### src/rtl/console_number_printer.sv
// Converts one unsigned value to decimal (double-dabble) or uppercase hex ASCII and streams it to the console append bus.
// Latency: [1 clear] + VALUE_WIDTH (decimal) or 0 (hex) + 1 scan cycle to first char; start ignored while busy, no queueing.
module console_number_printer #(
  parameter int VALUE_WIDTH = 32,
  parameter int FIELD_WIDTH = 0
) (
  input  logic                   clk,
  input  logic                   rst_n,
  input  logic                   start,
  input  logic [VALUE_WIDTH-1:0] value,
  input  logic                   hex_mode,
  input  logic                   clear_first,
  output logic [7:0]             append_char,
  output logic                   console_clear,
  output logic                   busy,
  output logic                   done
);

  // ceil(VALUE_WIDTH * log10(2)) in integer arithmetic
  localparam int BCD_DIGITS = (VALUE_WIDTH * 30103 + 99999) / 100000;
  localparam int HEX_DIGITS = (VALUE_WIDTH + 3) / 4;
  localparam int NDIG       = (BCD_DIGITS > HEX_DIGITS) ? BCD_DIGITS : HEX_DIGITS;
  localparam int DW         = NDIG * 4;
  localparam int CW         = $clog2(NDIG + 1);
  localparam int SW         = $clog2(VALUE_WIDTH);
  localparam int PW         = 5;

  typedef enum logic [2:0] {
    S_IDLE,
    S_CLEAR,
    S_CONVERT,
    S_SCAN,
    S_PAD,
    S_EMIT,
    S_DONE
  } state_t;

  state_t                 state;
  logic [DW-1:0]          dig_q;
  logic [VALUE_WIDTH-1:0] sh_q;
  logic                   hex_q;
  logic [SW-1:0]          cnt_q;
  logic [CW-1:0]          idx_q;
  logic [PW-1:0]          pad_q;
  int                     n_scan;
  int                     pad_scan;

  function automatic logic [DW-1:0] dd_step(input logic [DW-1:0] d, input logic b);
    logic [DW-1:0] a;
    a = d;
    for (int i = 0; i < NDIG; i++) begin
      if (a[i*4 +: 4] >= 4'd5) a[i*4 +: 4] = a[i*4 +: 4] + 4'd3;
    end
    return {a[DW-2:0], b};
  endfunction

  function automatic logic [3:0] nib_at(input logic [DW-1:0] d, input int i);
    return d[i*4 +: 4];
  endfunction

  function automatic logic [7:0] to_ascii(input logic [3:0] nib);
    return (nib < 4'd10) ? (8'h30 + {4'h0, nib}) : (8'h37 + {4'h0, nib});
  endfunction

  // Leading-zero suppression: highest nonzero digit sets the count, zero prints as one digit
  always_comb begin
    n_scan = 1;
    for (int i = 0; i < NDIG; i++) begin
      if (dig_q[i*4 +: 4] != 4'd0) n_scan = i + 1;
    end
    pad_scan = (FIELD_WIDTH > n_scan) ? (FIELD_WIDTH - n_scan) : 0;
  end

  always_ff @(posedge clk or negedge rst_n) begin
    if (!rst_n) begin
      state         <= S_IDLE;
      dig_q         <= '0;
      sh_q          <= '0;
      hex_q         <= 1'b0;
      cnt_q         <= '0;
      idx_q         <= '0;
      pad_q         <= '0;
      append_char   <= 8'h00;
      console_clear <= 1'b0;
      busy          <= 1'b0;
      done          <= 1'b0;
    end else begin
      done          <= 1'b0;
      console_clear <= 1'b0;
      case (state)
        S_IDLE, S_DONE: begin
          append_char <= 8'h00;
          if (start) begin
            hex_q <= hex_mode;
            sh_q  <= value;
            cnt_q <= '0;
            dig_q <= hex_mode ? DW'(value) : '0;
            busy  <= 1'b1;
            if (clear_first) begin
              console_clear <= 1'b1;
              state         <= S_CLEAR;
            end else begin
              state <= hex_mode ? S_SCAN : S_CONVERT;
            end
          end else begin
            state <= S_IDLE;
          end
        end

        S_CLEAR: state <= hex_q ? S_SCAN : S_CONVERT;

        S_CONVERT: begin
          dig_q <= dd_step(dig_q, sh_q[VALUE_WIDTH-1]);
          sh_q  <= sh_q << 1;
          cnt_q <= cnt_q + 1'b1;
          if (cnt_q == SW'(VALUE_WIDTH - 1)) state <= S_SCAN;
        end

        // The scan edge already loads the first output character so there is no bubble
        S_SCAN: begin
          idx_q <= CW'(n_scan - 1);
          if (pad_scan > 0) begin
            append_char <= 8'h20;
            pad_q       <= PW'(pad_scan - 1);
            state       <= S_PAD;
          end else begin
            append_char <= to_ascii(nib_at(dig_q, n_scan - 1));
            state       <= S_EMIT;
          end
        end

        S_PAD: begin
          if (pad_q != '0) begin
            append_char <= 8'h20;
            pad_q       <= pad_q - 1'b1;
          end else begin
            append_char <= to_ascii(nib_at(dig_q, int'(idx_q)));
            state       <= S_EMIT;
          end
        end

        S_EMIT: begin
          if (idx_q == '0) begin
            append_char <= 8'h00;
            done        <= 1'b1;
            busy        <= 1'b0;
            state       <= S_DONE;
          end else begin
            idx_q       <= idx_q - 1'b1;
            append_char <= to_ascii(nib_at(dig_q, int'(idx_q) - 1));
          end
        end

        default: state <= S_IDLE;
      endcase
    end
  end

endmodule

### config.mk
export PLATFORM = sky130hd
export DESIGN_NAME = console_number_printer
export DESIGN_NICKNAME = d
export VERILOG_FILES = /design/src/rtl/console_number_printer.sv
export SDC_FILE = /design/constraint.sdc
export NUM_CORES = 1
export LEC_CHECK = 0
export ABC_AREA = 0
export BUFFER_PORTS_ARGS = -buffer_cell sky130_fd_sc_hd__buf_2
export CAP_MARGIN = 25
export CORE_MARGIN = 5
export CORE_UTILIZATION = 35
export CTS_BUF_LIST = sky130_fd_sc_hd__clkbuf_2 sky130_fd_sc_hd__clkbuf_4 sky130_fd_sc_hd__clkbuf_8
export CTS_CLUSTER_SIZE = 28
export DETAILED_ROUTE_END_ITERATION = 8
export PLACE_DENSITY_LB_ADDON = 0.12
export SYNTH_ARGS = -nofsm -noshare
export SYNTH_HDL_FRONTEND = slang
export SYNTH_SLANG_ARGS = --single-unit
### constraint.sdc
create_clock -name clk -period 5.6 [get_ports clk]
set_clock_uncertainty 0.2 [all_clocks]
set_input_delay 1.12 -clock clk [delete_from_list [all_inputs] [get_ports clk]]
set_output_delay 1.12 -clock clk [all_outputs]
set_load 0.01 [all_outputs]
==> results.json <==
{
  "outcome": "finished, final reports clean",
  "ir_drop_mv": 0.310,
  "place_area_mm2": 0.00772,
  "period_minus_slack_ns": 4.31,
  "leakage_nw": 3.47,
  "fp.dieH_um": 155,
  "required_ns": 5.68,
  "yosys_warnings": 0,
  "criticalPathCategory": "flop to flop",
  "antenna_found_initial": 0,
  "finalNonFillerCells": 1156,
  "synthAdderAreaFrac": 0.0544,
  "synth_top_family_by_area": "simple AND/OR/NAND/NOR gates",
  "cts_setup_buffers": 0,
  "syn_area_mm2": 0.00737,
  "rsz0062_at_grt": "false",
  "dp.cells": 1139,
  "synth_cell_types": 73,
  "grt_max_degree": 101,
  "dieArea_mm2": 0.0240,
  "rr_worst_depth": 15,
  "hold_buffers": 0,
  "synthTopCellsByArea": "dfrtp_1, nand2_1, ha_1",
  "synth_edf_count": 0,
  "grt_pass1_vias": 5987,
  "final_nets": 945,
  "cts_tree": "yes",
  "gp_congestion": 0.863,
  "cts-root-buf": "clkbuf_8",
  "synthMuxAreaShare": 0.106,
  "ys_seq_elements": 100,
  "clock_sinks": 100,
  "cap_violations": 0,
  "initial_core_util": 0.353,
  "cts_max_level": 3,
  "avgSynthCellArea_um2": 8.47,
  "postRouteAntennaNets": 0,
  "synthArstFlopShare": 1.00,
  "ys_seq_area_frac": 0.340,
  "drt_wl_total_mm": 21.0,
  "dieWidth_um": 155,
  "insertion_delay_ns": 0.40,
  "routedWlPerCell_um": 18.2,
  "synth-compound-area-share": 0.187,
  "worstSetupStartpointType": "flop",
  "synth_simple_gate_area_frac": 0.234,
  "max_slew_margin": 0.473,
  "cts.repair.resized": 0,
  "hp-class": "flop to flop",
  "dp_hpwl_mm": 15.0,
  "drc_errors": 0,
  "fin_area_mm2": 0.00794,
  "coreArea_mm2": 0.0209,
  "numPortBuffers": 46,
  "grt_use_total": 0.175,
  "slew_violations": 0,
  "placementRows": 53,
  "holdPathStages": 2,
  "syn_inst": 870,
  "synth_top_area_frac": 0.340,
  "arrival_ns": 4.39,
  "area_growth_pct": 7.80,
  "worstSetupEndpointType": "flop",
  "finalPower_mw": 5.78,
  "ys.flop_type": "dfrtp_1",
  "setup_violations": 0,
  "yosysTopAreaCell": "dfrtp_1",
  "route.vias.total": 6340,
  "drt_pass1_iterations": 5,
  "antennaDiodeCount": 0,
  "finalCritPeriodShare": 0.769,
  "grt_overflow": 0,
  "worstMarginPinSlew_ns": 0.790,
  "path_clk_slew_ns": 0.11,
  "grt_pass1_wl_mm": 33.8,
  "clock.fmax_mhz": 232,
  "crit_fanout": 11,
  "place_ws_ns": 1.38,
  "p_per_area_mw_per_mm2": 728,
  "finalHoldViolCount": 0,
  "drt_iter0_markers": 385,
  "synth_xor_xnor_area_share": 0.0190,
  "via_per_inst": 5.48,
  "setup_slack_ns": 1.29,
  "tns_ns": 0,
  "drive_above_1_share": 0.131,
  "cts_buffers": 9,
  "clockBufferDepth": 2,
  "pin_count": 48
}
-- layout make-up --
cell class / instances / area [µm²]
clock inverters: 6 / 53.8
fillers: 2170 / 12900
clock buffers: 10 / 138
inverters: 33 / 124
flip-flops and latches: 100 / 2500
repair buffers: 55 / 320
well taps: 275 / 344
multi-input cells: 677 / 4460
-- worst max-delay path: stages (launching register included) --
cell and delay [ns]:
dfrtp_1 0.48, inv_1 0.10, ha_1 0.25, nor3b_1 0.19, o311a_4 0.34, a221oi_4 0.23, inv_1 0.09, ha_1 0.55
inv_1 0.27, nor2_1 0.29, nand2_1 0.08, a21boi_0 0.18, a31oi_1 0.08, nor3_1 0.41, o211ai_1 0.17, a211o_1 0.27
-- state kept, by name, summed over array words and instances (netlist names) --
register,flops
dig_q,40
sh_q,32
append_char,7
cnt_q,5
pad_q,5
idx_q,4
state,3
busy,1
console_clear,1
done,1
hex_q,1
-- synthesized netlist by cell type, types with 4 or more instances --
cell	number
nor2b_1	16
a21oi_1	23
inv_1	31
a211oi_1	9
buf_2	6
o21ai_0	47
o22ai_1	6
mux4_2	16
or3_1	5
o211ai_1	5
buf_1	10
mux2i_1	26
and2_1	5
ha_1	32
a31oi_1	59
dfrtp_1	100
nand2b_1	9
a22oi_1	6
mux4_1	4
a32oi_1	9
nor3_1	24
a21o_1	7
nor2_1	82
nand2_1	147
nand3_1	52
a221oi_1	5
xnor2_1	13
nor3b_1	7
mux2_2	5
clkbuf_1	36
buf_6	4
-- per-stage QoR --
step                hold slack [ns]  utilization
floorplan                     0.239            -
global placement              0.261        0.370
CTS                           0.293        0.379
finish                        0.292        0.380
detailed placement            0.263        0.370
global route                  0.345        0.380
-- power breakdown --
part           switching, mW  internal [mW]
Combinational           2.20           1.56
Sequential             0.476           1.06
Clock                  0.288          0.182
-- logic make-up after synthesis --
group	Yosys count
xor gates and xnor gates	16
AOI/OAI and AO/OA	204
buffers and inverters	96
DFF	100
adders and majority gates	32
and+or+nand+nor	369
other	2
muxes	51
-- worst paths after layout --
kind                             endpoint  slack (ns)  startpoint
max                        append_char[5]        1.29   dig_q[16]
min                              pad_q[4]        0.29    pad_q[4]
max reg2reg                append_char[5]        1.29   dig_q[16]
min reg2reg                      pad_q[4]        0.29    pad_q[4]
max in group asynchronous        sh_q[30]        3.51       rst_n
min in group asynchronous         sh_q[3]        0.60       rst_n
-- cells in the final DEF, fill, tap and decap left out, drive strengths merged, types with 13 or more instances in the layout --
cell,synthesis,layout
nand3,52,52
xnor2,13,13
nand2,147,147
mux4,20,20
ha,32,32
nor3,24,24
nor2b,16,16
nor2,82,82
mux2i,26,26
buf,23,55
dfrtp,100,100
a21oi,23,23
o21ai,50,50
a31oi,59,59
inv,31,34
-- metal layers --
layer,global-route usage,up-vias,wire (µm)
met2,0.267,108,9520
met4,0.0425,0,297
met5,0,-,0
met3,0.0245,19,632
li1,-,3135,-
met1,0.261,3078,10500
(Power assumes the default switching activity.)
